$ cat config.mk
export PLATFORM = sky130hd
export DESIGN_NAME = vend_controller_flat
export DESIGN_NICKNAME = d
export VERILOG_FILES = /design/src/rtl/vend_pkg.sv /design/src/rtl/vend_if.sv /design/src/rtl/vend_idle_timer.sv /design/src/rtl/vend_controller.sv /design/src/flat_wrapper.sv
export SDC_FILE = /design/constraint.sdc
export NUM_CORES = 1
export LEC_CHECK = 0
export CAP_MARGIN = 20
export CORE_ASPECT_RATIO = 0.6
export CORE_UTILIZATION = 30
export CTS_BUF_LIST = sky130_fd_sc_hd__clkbuf_16
export CTS_CLUSTER_DIAMETER = 120
export DETAILED_ROUTE_END_ITERATION = 10
export PLACE_DENSITY = 0.54
export SYNTH_ARGS = -nofsm -noshare
export SYNTH_HDL_FRONTEND = slang
export SYNTH_HIERARCHICAL = 1
export SYNTH_SLANG_ARGS = --single-unit
$ cat constraint.sdc
create_clock -name clk -period 3.3 [get_ports clk]
set_input_delay 0.66 -clock clk [delete_from_list [all_inputs] [get_ports clk]]
set_output_delay 0.66 -clock clk [all_outputs]
set_load 0.05 [all_outputs]
$ cat src/rtl/vend_pkg.sv
// Shared types and constants for the vending controller: FSM states, coin codes and values.
package vend_pkg;

  localparam int unsigned COIN_W      = 3;
  localparam int unsigned VALUE_W     = 5;
  localparam int unsigned VAL_5       = 5;
  localparam int unsigned VAL_10      = 10;
  localparam int unsigned VAL_25      = 25;
  localparam int unsigned CHANGE_UNIT = 5;

  localparam logic [COIN_W-1:0] COIN_NONE = 3'd0;
  localparam logic [COIN_W-1:0] COIN_5    = 3'd1;
  localparam logic [COIN_W-1:0] COIN_10   = 3'd2;
  localparam logic [COIN_W-1:0] COIN_25   = 3'd4;

  typedef enum logic [1:0] {
    ST_IDLE     = 2'd0,
    ST_COLLECT  = 2'd1,
    ST_DISPENSE = 2'd2,
    ST_CHANGE   = 2'd3
  } vend_state_t;

  // Credit value of a coin code; zero for no coin and for unknown codes.
  function automatic logic [VALUE_W-1:0] coin_value(input logic [COIN_W-1:0] code);
    logic [VALUE_W-1:0] v;
    v = '0;
    case (code)
      COIN_5:  v = VALUE_W'(VAL_5);
      COIN_10: v = VALUE_W'(VAL_10);
      COIN_25: v = VALUE_W'(VAL_25);
      default: v = '0;
    endcase
    return v;
  endfunction

  function automatic logic coin_is_valid(input logic [COIN_W-1:0] code);
    return (code == COIN_5) || (code == COIN_10) || (code == COIN_25);
  endfunction

endpackage

$ cat src/rtl/vend_if.sv
// User/mechanism-side signal bundle of the vending controller.
interface vend_if #(
  parameter int unsigned CREDIT_W = 6
);
  import vend_pkg::*;

  logic [COIN_W-1:0]   coin;
  logic                cancel;
  logic                dispense_req;
  logic                dispense_ack;
  logic                change_valid;
  logic                change_ready;
  logic [CREDIT_W-1:0] credit;
  logic                coin_reject;
  logic                busy;

  // Environment side: coin slot, cancel button, mechanism and hopper.
  modport master (
    output coin, cancel, dispense_ack, change_ready,
    input  dispense_req, change_valid, credit, coin_reject, busy
  );

  // Controller side.
  modport slave (
    input  coin, cancel, dispense_ack, change_ready,
    output dispense_req, change_valid, credit, coin_reject, busy
  );

endinterface

$ cat src/rtl/vend_idle_timer.sv
// Idle counter for the COLLECT state; flags expiry once it has counted TIMEOUT-1 cycles.
module vend_idle_timer #(
  parameter int unsigned TIMEOUT = 255
) (
  input  logic clk,
  input  logic arst,
  input  logic clear,
  input  logic enable,
  output logic expired
);

  localparam int unsigned CNT_W = (TIMEOUT > 1) ? $clog2(TIMEOUT) : 1;
  localparam logic [CNT_W-1:0] LAST = CNT_W'(TIMEOUT - 1);

  logic [CNT_W-1:0] cnt_q;

  // Saturates at LAST so expiry stays asserted until cleared.
  always_ff @(posedge clk or posedge arst) begin
    if (arst) begin
      cnt_q <= '0;
    end else if (clear) begin
      cnt_q <= '0;
    end else if (enable && (cnt_q != LAST)) begin
      cnt_q <= cnt_q + CNT_W'(1);
    end
  end

  assign expired = (cnt_q == LAST);

endmodule

$ cat src/rtl/vend_controller.sv
// Coin-operated vending controller: collects credit, requests dispense, returns change in 5-unit coins.
module vend_controller
  import vend_pkg::*;
#(
  parameter int unsigned PRICE    = 15,
  parameter int unsigned TIMEOUT  = 255,
  parameter int unsigned CREDIT_W = 6
) (
  input  logic   clk,
  input  logic   arst,
  vend_if.slave  bus
);

  localparam logic [CREDIT_W-1:0] PRICE_C    = CREDIT_W'(PRICE);
  localparam logic [CREDIT_W-1:0] UNIT_C     = CREDIT_W'(CHANGE_UNIT);
  localparam logic [CREDIT_W-1:0] MAX_CREDIT = CREDIT_W'(PRICE - CHANGE_UNIT + VAL_25);

  vend_state_t         state_q, state_d;
  logic [CREDIT_W-1:0] credit_q, credit_d;
  logic                reject_q, reject_d;
  logic                coin_present;
  logic                coin_ok;
  logic                coin_accept;
  logic                timer_clear;
  logic                timer_en;
  logic                timer_expired;

  assign coin_present = (bus.coin != COIN_NONE);
  assign coin_ok      = coin_is_valid(bus.coin);

  vend_idle_timer #(
    .TIMEOUT (TIMEOUT)
  ) u_idle_timer (
    .clk     (clk),
    .arst    (arst),
    .clear   (timer_clear),
    .enable  (timer_en),
    .expired (timer_expired)
  );

  // State and datapath registers.
  always_ff @(posedge clk or posedge arst) begin
    if (arst) begin
      state_q  <= ST_IDLE;
      credit_q <= '0;
      reject_q <= 1'b0;
    end else begin
      state_q  <= state_d;
      credit_q <= credit_d;
      reject_q <= reject_d;
    end
  end

  // Next state, next credit and coin reject decision.
  always_comb begin
    state_d     = state_q;
    credit_d    = credit_q;
    reject_d    = 1'b0;
    coin_accept = 1'b0;

    case (state_q)
      ST_IDLE: begin
        // Cancel is meaningless with no credit, so a coin is taken regardless.
        if (coin_ok) begin
          coin_accept = 1'b1;
          credit_d    = credit_q + CREDIT_W'(coin_value(bus.coin));
          state_d     = (credit_d >= PRICE_C) ? ST_DISPENSE : ST_COLLECT;
        end else begin
          reject_d = coin_present;
        end
      end

      ST_COLLECT: begin
        if (bus.cancel) begin
          reject_d = coin_present;
          state_d  = ST_CHANGE;
        end else if (coin_ok) begin
          coin_accept = 1'b1;
          credit_d    = credit_q + CREDIT_W'(coin_value(bus.coin));
          state_d     = (credit_d >= PRICE_C) ? ST_DISPENSE : ST_COLLECT;
        end else begin
          reject_d = coin_present;
          if (timer_expired) begin
            state_d = ST_CHANGE;
          end
        end
      end

      ST_DISPENSE: begin
        reject_d = coin_present;
        if (bus.dispense_ack) begin
          credit_d = credit_q - PRICE_C;
          state_d  = (credit_d == '0) ? ST_IDLE : ST_CHANGE;
        end
      end

      ST_CHANGE: begin
        reject_d = coin_present;
        if (credit_q == '0) begin
          state_d = ST_IDLE;
        end else if (bus.change_ready) begin
          credit_d = credit_q - UNIT_C;
          if (credit_d == '0) begin
            state_d = ST_IDLE;
          end
        end
      end

      default: begin
        state_d  = ST_IDLE;
        credit_d = '0;
      end
    endcase
  end

  // Timer restarts on every accepted coin and is held at zero outside COLLECT.
  assign timer_clear = coin_accept || (state_q != ST_COLLECT);
  assign timer_en    = (state_q == ST_COLLECT);

  // Moore outputs decoded from registered state and credit.
  always_comb begin
    bus.dispense_req = 1'b0;
    bus.change_valid = 1'b0;
    bus.busy         = 1'b0;
    bus.credit       = credit_q;
    bus.coin_reject  = reject_q;
    bus.dispense_req = (state_q == ST_DISPENSE);
    bus.change_valid = (state_q == ST_CHANGE) && (credit_q != '0);
    bus.busy         = (state_q != ST_IDLE);
  end

  a_credit_unit : assert property (@(posedge clk) disable iff (arst)
    (credit_q % UNIT_C) == '0);

  a_credit_max : assert property (@(posedge clk) disable iff (arst)
    credit_q <= MAX_CREDIT);

endmodule

$ cat src/flat_wrapper.sv
// flat-port wrapper written by rule: the top's interface ports become plain ports
module vend_controller_flat import vend_pkg::*;
#(
  parameter int unsigned PRICE    = 15,
  parameter int unsigned TIMEOUT  = 255,
  parameter int unsigned CREDIT_W = 6
)
  (clk, arst, bus_coin, bus_cancel, bus_dispense_ack, bus_change_ready, bus_dispense_req, bus_change_valid, bus_credit, bus_coin_reject, bus_busy);
  vend_if #(.CREDIT_W(CREDIT_W)) bus_i ();
  input  logic clk;
  input  logic arst;
  input wire logic [$bits(bus_i.coin)-1:0] bus_coin;
  input wire logic [$bits(bus_i.cancel)-1:0] bus_cancel;
  input wire logic [$bits(bus_i.dispense_ack)-1:0] bus_dispense_ack;
  input wire logic [$bits(bus_i.change_ready)-1:0] bus_change_ready;
  output wire logic [$bits(bus_i.dispense_req)-1:0] bus_dispense_req;
  output wire logic [$bits(bus_i.change_valid)-1:0] bus_change_valid;
  output wire logic [$bits(bus_i.credit)-1:0] bus_credit;
  output wire logic [$bits(bus_i.coin_reject)-1:0] bus_coin_reject;
  output wire logic [$bits(bus_i.busy)-1:0] bus_busy;
  assign bus_i.coin = bus_coin;
  assign bus_i.cancel = bus_cancel;
  assign bus_i.dispense_ack = bus_dispense_ack;
  assign bus_i.change_ready = bus_change_ready;
  assign bus_dispense_req = bus_i.dispense_req;
  assign bus_change_valid = bus_i.change_valid;
  assign bus_credit = bus_i.credit;
  assign bus_coin_reject = bus_i.coin_reject;
  assign bus_busy = bus_i.busy;
  vend_controller #(.PRICE(PRICE), .TIMEOUT(TIMEOUT), .CREDIT_W(CREDIT_W)) u_core (.clk(clk), .arst(arst), .bus(bus_i));
endmodule
==> flow_summary_export.csv, run 1 <==
group,metric,value,unit
timing,worst_slew_pin_slew,600,ps
worst_setup_path,worstPathArrival,2420,ps
floorplan,die_x,96.2,um
drt,first_pass_iters,4,
placed_design,dpl.hpwl,3400,um
grt,grt-ovfl-total,0,
floorplan,ios,18,
logic_synthesis,ys_types,53,
timing,slew_headroom,59.9,%
clock_network,clockBufferDepth,2,
logic_synthesis,yosysWarnings,6,
grt,grt_use_met1,27.5,%
timing,clock_skew,4.52,ps
grt,grt_max_degree,15,
grt,antenna_found_initial,0,
drt,dr_total_vias,1527,
drt,drc_errors,0,
logic_synthesis,synth_ff_type,"dfrtp_1",
finish,antenna_cells,0,
timing,slew_violations,0,
floorplan,fp-row-count,20,
finish,nets,231,
grt,grt_pass1_vias,1308,
logic_synthesis,synth-xor-area-share,3.29,%
outcome,status,"finished clean",
floorplan,core,5080,um^2
logic_synthesis,synth_top_family_by_area,"compound AO/OA/AOI/OAI gates",
worst_setup_path,crit_path_end_kind,"output port",
finish,area_growth,21.5,%
power,seqPwrFrac,20.8,%
timing,tns,0,ps
logic_synthesis,async_flop_share,100,%
timing,grt_setup_unrepaired,"no",
grt,grt.met3_usage,4.52,%
logic_synthesis,synthesis.area,1600,um^2
placed_design,port_buffers,17,
clock_network,path_clk_slew,60,ps
floorplan,start_util,31.5,%
logic_synthesis,ys_seq_elements,17,
power,power_density,964,nW/um^2
drt,via_per_inst,5.51,
power,pwr-share-comb,66.1,%
finish,fillers,549,
logic_synthesis,synth_edf_count,0,
grt,use_met2,20.7,%
power,p_leak,0.000802,uW
logic_synthesis,synth_nets,209,
power,p_sw,964,uW
grt,busiest_layer,"met1",
power,clkPwrFrac,13.1,%
timing,finalCriticalPeriod,3080,ps
clock_network,postCtsSetupBuffers,0,
worst_setup_path,critical_path_class,"reg -> out",
timing,finalSetupViolCount,0,
power,swShare,51.5,%
clock_network,cts_hold_buf,0,
placed_design,place_ws,66.3,ps
drt,drtAntennaViolNets,0,
timing,max_freq,325,MHz
placed_design,place.gp.congestion,0.908,
power,p_int,906,uW
drt,drt_iter0_drc,143,
power,ir_drop,0.438,mV
finish,layout_common_cells,"clkdlybuf4s50_1 (17), inv_1 (17), dfrtp_1 (17), a21oi_1 (15), nand2_1 (14)",
clock_network,post_cts_resize_count,0,
logic_synthesis,synth_seq_area_share,26.6,%
clock_network,htreeDepth,1,
finish,layout-drive-gt1-share,12.8,%
worst_setup_path,start_kind,"register",
job,max-cap-violations,0,
clock_network,cts.sinks,17,
logic_synthesis,yosys.area_share.simple,21.8,%
floorplan,dieHeight,58.5,um
drt,wirelength,4360,um
worst_setup_path,path_max_fanout,5,
drt,wl_per_cell,15.7,um
hold_path,hold_path_class,"reg -> reg",
grt,grt_usage,16.5,%
timing,finalCritPeriodShare,93.3,%
clock_network,cts_root_buf,"clkbuf_16",
clock_network,cts_buffers,3,
logic_synthesis,synth_mux_area_share,2.19,%
timing,layout_setup_ws,221,ps
logic_synthesis,synth_area_per_cell,8.41,um^2
logic_synthesis,synth_compound_area_share,27.8,%
worst_setup_path,cp.required,2640,ps
timing,finalHoldViolations,0,
clock_network,cts_tree,"yes",
floorplan,die_area,5630,um^2
logic_synthesis,syn_inst,190,
grt,grt_pass1_wl,6970,um
logic_synthesis,synth_fa_ha_area_share,9.08,%
clock_network,worstSkewPairLatency,250,ps
==> final cells by class <==
type	count	area, um^2	area share, %
Multi-Input combinational cell	143	1020	52.8
Sequential cell	17	425	21.9
Inverter	18	67.6	3.48
Timing Repair Buffer	29	260	13.4
Clock buffer	3	75.1	3.87
Clock inverter	1	5.00	0.258
Tap cell	66	82.6	4.26
==> registers in the layout, summed over array words and instances (netlist names) <==
signal and count:
u_core/state_q 2, u_core/bus.credit 6, u_core/bus.coin_reject 1, u_core/u_idle_timer/cnt_q 8
==> cells in the mapped netlist (all sizes together) (2+ instances only) <==
cell type  count  share of area (%)
o211ai         5                2.3
nor2b          2               0.78
clkbuf         3               0.70
a32oi          4                2.2
xnor2          2                1.1
nand3          3               0.94
nor3          10                3.4
ha            10                7.8
nor4           2               0.78
and3           4                1.6
o21ai         11                3.4
nor2          11                2.6
a31oi          2               0.78
mux2i          2                1.3
nand3b         2               0.94
nand2         14                3.3
and2           2               0.78
a41oi          3                2.1
and4           2                1.1
dfrtp         17                 27
a21oi         16                5.2
a311oi         3                1.6
or4b           4                2.5
xor2           4                2.2
buf            9                4.3
a211oi         5                2.7
inv           17                4.0
nor3b          3                1.7
==> power groups by stage <==
stage          Sequential (uW)  Combinational, uW  Clock [uW]
2_1_floorplan              475                759           0
3_3_place_gp               391               1230           0
3_5_place_dp               389               1220           0
4_1_cts                    386               1220         254
5_1_grt                    400               1330         263
6_report                   389               1240         245
==> layer usage <==
metal / routed length (um) / vias up
met4: 13 / 0
met2: 1630 / 56
met5: 0 / -
li1: - / 748
met3: 345 / 2
met1: 2370 / 721
==> worst paths after layout <==
kind | from | end | slack [ps] | depth (start not counted)
worst max-delay path | u_core/bus.credit[0] | bus_change_valid | 220 | 6
worst min register to register | u_core/u_idle_timer/cnt_q[7] | u_core/u_idle_timer/cnt_q[7] | 560 | 1
min in group asynchronous | arst | u_core/u_idle_timer/cnt_q[6] | 700 | 2
worst max register to register | u_core/bus.credit[0] | u_core/state_q[1] | 1110 | 9
worst min-delay path | u_core/u_idle_timer/cnt_q[7] | u_core/u_idle_timer/cnt_q[7] | 560 | 1
max in group asynchronous | arst | u_core/bus.credit[5] | 2300 | 2
==> critical path, cell delays in order (launching register included) <==
cell and delay (ps):
dfrtp_1 370, inv_1 90, ha_1 240, or4b_1 470, o211ai_1 240, inv_1 70
clkdlybuf4s50_1 700
==> stage by stage <==
step           cells  instance area, um^2  power [uW]  utilization, %  hold WS [ps]
6_report         277                 1940        1870            38.2           562
5_1_grt          277                 1940        1990            38.2           592
3_5_place_dp     273                 1860        1600            36.6           550
3_3_place_gp     273                 1860        1620            36.6           544
4_1_cts          277                 1940        1860            38.2           563
2_1_floorplan    190                 1600        1230               -           476
==> cells by family (layout without fill, tap and decap cells) <==
kind of cell / count (synthesis) / after routing
flops: 17 / 17
mux: 3 / 3
buf+inv: 30 / 51
fa+ha+maj: 11 / 11
xor+xnor: 6 / 6
simple gates: 62 / 62
compound gates: 61 / 61
Power figures use the tool's default switching activity.
==> run 2: changes to the inputs <==
--- a/config.mk
+++ b/config.mk
@@ -7,11 +7,11 @@
 export LEC_CHECK = 0
 export CAP_MARGIN = 20
 export CORE_ASPECT_RATIO = 0.6
-export CORE_UTILIZATION = 30
+export CORE_UTILIZATION = 40
 export CTS_BUF_LIST = sky130_fd_sc_hd__clkbuf_16
 export CTS_CLUSTER_DIAMETER = 120
 export DETAILED_ROUTE_END_ITERATION = 10
-export PLACE_DENSITY = 0.54
+export PLACE_DENSITY = 0.66
 export SYNTH_ARGS = -nofsm -noshare
 export SYNTH_HDL_FRONTEND = slang
 export SYNTH_HIERARCHICAL = 1
==> run 2 against run 1 <==
Effect of this change: via count up 0.39%; clock-buffer cell count unchanged; utilization up 13 points; hold slack better by 6.7 ps; die area down 24%; flip-flop and latch count unchanged; wire length down 0.85%; clock skew down 3.0 ps; register-to-register slack about the same; sequential power down 8.7%; critical endpoint unchanged; largest power group unchanged; highest routed layer is now met3.
==> flow_summary_export.csv, run 2 (synthesis gave the netlist of run 1 again) <==
group,metric,value,unit
worst_setup_path,rr_worst_depth,9,
drt,wl_per_cell,16.6,um
clock_network,post_cts_resize_count,0,
clock_network,path_clk_slew,50,ps
worst_setup_path,critical_path.max_stage_delay,700,ps
worst_setup_path,start_kind,"register",
worst_setup_path,r2r_end,"u_core/state_q[1]",
placed_design,port_buffers,17,
drt,wirelength,4320,um
clock_network,cts_root_buf,"clkbuf_16",
timing,slew_violations,0,
power,total_power,1900,uW
worst_setup_path,worstPathArrival,2430,ps
job,max-cap-violations,0,
timing,grt_setup_unrepaired,"no",
worst_setup_path,path_cells,"inv_1 -> ha_1 -> or4b_1 -> o211ai_1 -> inv_1 -> clkdlybuf4s50_1",
grt,antenna_found_initial,0,
grt,grt_pass1_vias,1415,
drt,drtAntennaViolNets,0,
drt,drt_iter0_drc,69,
timing,clock_skew,1.52,ps
drt,drc_errors,0,
grt,grt_pass1_wl,7110,um
placed_design,place_inst,256,
grt,grt_max_degree,15,
drt,dr_total_vias,1533,
timing,finalHoldViolations,0,
floorplan,ios,18,
hold_path,hold_path_class,"reg -> reg",
worst_setup_path,cp.required,2640,ps
grt,grt-ovfl-total,0,
clock_network,htreeDepth,1,
finish,regMostFlops,"u_core/u_idle_timer/cnt_q",
finish,fin_cells,260,
worst_setup_path,cp_num_buf_inv,3,
worst_setup_path,crit_path_end_kind,"output port",
floorplan,fp-row-count,17,
finish,postLayoutCellArea,1930,um^2
placed_design,placed_area,1850,um^2
drt,first_pass_iters,4,
placed_design,place.gp.congestion,0.953,
finish,layout_common_cells,"inv_1 (18), clkdlybuf4s50_1 (17), dfrtp_1 (17), a21oi_1 (15)",
worst_setup_path,path_max_fanout,5,
power,power_density,986,nW/um^2
timing,finalSetupViolCount,0,
grt,grt_usage,21.3,%
floorplan,die_area,4260,um^2
clock_network,cts_tree,"yes",
worst_setup_path,critical_path_class,"reg -> out",
floorplan,dieHeight,51.0,um
drt,via_per_inst,5.90,
hold_path,hold_depth,1,
finish,utilization,51.6,%
finish,layout-drive-gt1-share,13.1,%
finish,area_growth,20.8,%
clock_network,cts_hold_buf,0,
worst_setup_path,slowest_stage,"clkdlybuf4s50_1",
finish,nets,233,
clock_network,postCtsSetupBuffers,0,
timing,slew_headroom,62.6,%
worst_setup_path,rrSetupSlack,1100,ps
floorplan,core,3740,um^2
power,p_leak,0.000814,uW
clock_network,clockBufferDepth,2,
floorplan,die_x,83.6,um
finish,antenna_cells,0,
worst_setup_path,crit_top_cell,"inv_1",
timing,max_freq,324,MHz
timing,finalCritPeriodShare,93.7,%
power,ir_drop,0.662,mV
floorplan,start_util,42.7,%
hold_path,hold-path-endpoint,"u_core/u_idle_timer/cnt_q[7]",
clock_network,worstSkewPairLatency,250,ps
worst_setup_path,r2r_start,"u_core/bus.credit[0]",
outcome,status,"finished clean",
clock_network,cts.sinks,17,
timing,worst_slew_pin_slew,560,ps
timing,finalCriticalPeriod,3090,ps
finish,largest_reg_flops,8,
finish,layout_commonest_cell,"inv_1",
timing,tns,0,ps
clock_network,cts_buffers,3,
placed_design,dpl.hpwl,3250,um
hold_path,hold_start,"u_core/u_idle_timer/cnt_q[7]",
worst_setup_path,crit_family,"buffers and inverters",
==> run 2: cell types whose count changed in the layout (fill, tap and decap cells not counted), sizes merged <==
| cell | before | now |
|---|---|---|
| clkinv | 2 | 1 |
| inv | 17 | 18 |
| buf | 12 | 14 |
==> run 2: final cells by class <==
class / count / area (um^2)
fill: 362 / 1810
multi-input combinational: 143 / 1020
sequential: 17 / 425
timing repair buffer: 31 / 275
clock buffer: 3 / 75.1
inverter: 18 / 67.6
tap: 47 / 58.8
clock inverter: 1 / 3.75
==> run 2: where the power goes <==
part | switching [uW] | internal (uW) | total, uW
Clock | 79.8 | 161 | 241
Combinational | 810 | 497 | 1310
Sequential | 82.1 | 273 | 355
==> run 2: how the worst max path moves through the flow <==
stage                         startpoint                 to  slack [ps]  depth (start not counted)
finish              u_core/bus.credit[0]   bus_change_valid         210                          6
global route        u_core/bus.credit[0]   bus_change_valid          70                          6
CTS                 u_core/bus.credit[0]   bus_change_valid         200                          6
detailed placement           bus_coin[1]  u_core/state_q[1]          50                         12
global placement             bus_coin[1]  u_core/state_q[1]         150                         10
floorplan           u_core/bus.credit[0]   bus_change_valid         630                          6
==> run 2: stage by stage <==
step / hold slack (ps) / setup WS, ps
detailed placement: 550 / 51.1
CTS: 558 / 204
global route: 587 / 69.2
finish: 569 / 209
global placement: 541 / 154
floorplan: 476 / 634
==> run 2: metal layers <==
metal / wire length (um) / track usage (%)
met1: 2280 / 33.4
met2: 1670 / 28.7
met3: 377 / 6.62
met4: 0 / 2.26
met5: 0 / 0
==> run 3: changes to the inputs <==
--- a/config.mk
+++ b/config.mk
@@ -12,6 +12,7 @@
 export CTS_CLUSTER_DIAMETER = 120
 export DETAILED_ROUTE_END_ITERATION = 10
 export PLACE_DENSITY = 0.66
+export RECOVER_POWER = 25
 export SYNTH_ARGS = -nofsm -noshare
 export SYNTH_HDL_FRONTEND = slang
 export SYNTH_HIERARCHICAL = 1
==> run 3 against run 2 <==
Effect of this change: die area unchanged; sequential power about the same; register-to-register slack about the same; hold slack about the same; fmax about the same; clock power about the same; first-iteration DRC count unchanged; combinational power about the same.
==> flow_summary_export.csv, run 3 (synthesis gave the netlist of run 1 again) <==
group,metric,value,unit
drt,dr_total_vias,1535,
clock_network,cts_hold_buf,0,
finish,area_growth,20.8,%
clock_network,cts_tree,"yes",
timing,grt_setup_unrepaired,"no",
power,p_int,931,uW
finish,layout_common_cells,"inv_1 (18), dfrtp_1 (17), clkdlybuf4s50_1 (16), a21oi_1 (15)",
timing,worst_slew_pin_slew,560,ps
power,swShare,51.1,%
worst_setup_path,start_kind,"register",
timing,hold_ws,569,ps
clock_network,cts_buffers,3,
drt,drc_errors,0,
timing,max_freq,324,MHz
timing,finalCriticalPeriod,3090,ps
worst_setup_path,r2r_end,"u_core/state_q[1]",
worst_setup_path,crit_path_end_kind,"output port",
worst_setup_path,rrSetupSlack,1100,ps
timing,slew_violations,0,
finish,layout-drive-gt1-share,13.1,%
worst_setup_path,path_max_fanout,5,
floorplan,dieHeight,51.0,um
power,pwr-share-comb,68.7,%
placed_design,place.gp.congestion,0.953,
job,max-cap-violations,0,
finish,largest_reg_flops,8,
power,power_density,986,nW/um^2
placed_design,dpl.hpwl,3250,um
timing,clock_skew,1.52,ps
clock_network,worstSkewPairLatency,250,ps
worst_setup_path,setup.worst_path.end,"bus_change_valid",
drt,via_per_inst,5.90,
worst_setup_path,worstPathArrival,2430,ps
floorplan,core,3740,um^2
power,seqPwrFrac,18.7,%
timing,slew_headroom,62.6,%
grt,grt_usage,21.3,%
grt,grt-ovfl-total,0,
hold_path,hold_path_class,"reg -> reg",
grt,grt_pass1_wl,7110,um
floorplan,die_area,4260,um^2
finish,layout_commonest_cell,"inv_1",
worst_setup_path,r2r_start,"u_core/bus.credit[0]",
grt,grt_pass1_vias,1415,
finish,postLayoutCellArea,1930,um^2
floorplan,ios,18,
worst_setup_path,cp-startpoint,"u_core/bus.credit[0]",
drt,first_pass_iters,4,
placed_design,placed_area,1850,um^2
floorplan,start_util,42.7,%
floorplan,die_x,83.6,um
clock_network,postCtsSetupBuffers,0,
floorplan,fp-row-count,17,
placed_design,place_ws,51.1,ps
power,p_sw,972,uW
timing,finalCritPeriodShare,93.7,%
timing,layout_setup_ws,209,ps
finish,antenna_cells,0,
clock_network,htreeDepth,1,
worst_setup_path,cp.required,2640,ps
grt,antenna_found_initial,0,
power,clkPwrFrac,12.7,%
clock_network,path_clk_slew,50,ps
drt,drt_iter0_drc,69,
worst_setup_path,critical_path_class,"reg -> out",
timing,finalHoldViolations,0,
clock_network,cts_root_buf,"clkbuf_16",
drt,drtAntennaViolNets,0,
clock_network,clockBufferDepth,2,
worst_setup_path,rr_worst_depth,9,
grt,grt_max_degree,15,
clock_network,post_cts_resize_count,0,
placed_design,port_buffers,17,
power,p_leak,0.000814,uW
drt,wl_per_cell,16.6,um
timing,finalSetupViolCount,0,
timing,tns,0,ps
drt,wirelength,4320,um
clock_network,cts.sinks,17,
power,ir_drop,0.662,mV
finish,nets,233,
outcome,status,"finished clean",
finish,regMostFlops,"u_core/u_idle_timer/cnt_q",
run 3: per-stage QoR:
| step | cells | power, uW | utilization [%] |
|---|---|---|---|
| floorplan | 190 | 1230 | - |
| global placement | 256 | 1630 | 49.5 |
| detailed placement | 256 | 1630 | 49.5 |
| CTS | 260 | 1880 | 51.6 |
| finish | 260 | 1900 | 51.6 |
| global route | 260 | 2030 | 51.6 |
run 3: power groups by stage:
stage          clock network (uW)  registers (uW)  logic (uW)
2_1_floorplan                   0             475         759
4_1_cts                       248             352        1280
5_1_grt                       256             365        1410
3_5_place_dp                    0             355        1270
3_3_place_gp                    0             357        1280
6_report                      241             355        1310
run 3: cell type report:
cell class              instances  area [um^2]
clock buffers                   3         75.1
clock inverters                 1         3.75
fillers                       362         1810
inverters                      18         67.6
multi-input cells             143         1020
flip-flops and latches         17          425
well taps                      47         58.8
repair buffers                 31          275
run 3: worst max-delay path, cell delays in order, from the launching register on:
cell	delay (ps)
dfrtp_1	370
inv_1	100
ha_1	230
or4b_1	490
o211ai_1	230
inv_1	70
clkdlybuf4s50_1	700
run 3: per-layer routing:
layer  wire [um]  GRT usage [%]  part of all wire, %
met5           0              0                    0
met4           0           2.26                    0
met3         381           6.62                  8.8
met2        1670           28.7                   39
met1        2270           33.4                   53
run 3: how the worst min path moves through the flow:
stage | endpoint | from | slack, ps | depth (start not counted)
floorplan | u_core/u_idle_timer/cnt_q[0] | arst | 480 | 1
global placement | u_core/u_idle_timer/cnt_q[7] | u_core/u_idle_timer/cnt_q[7] | 540 | 1
detailed placement | u_core/u_idle_timer/cnt_q[7] | u_core/u_idle_timer/cnt_q[7] | 550 | 1
CTS | u_core/u_idle_timer/cnt_q[7] | u_core/u_idle_timer/cnt_q[7] | 560 | 1
global route | u_core/u_idle_timer/cnt_q[7] | u_core/u_idle_timer/cnt_q[7] | 590 | 1
finish | u_core/u_idle_timer/cnt_q[7] | u_core/u_idle_timer/cnt_q[7] | 570 | 1
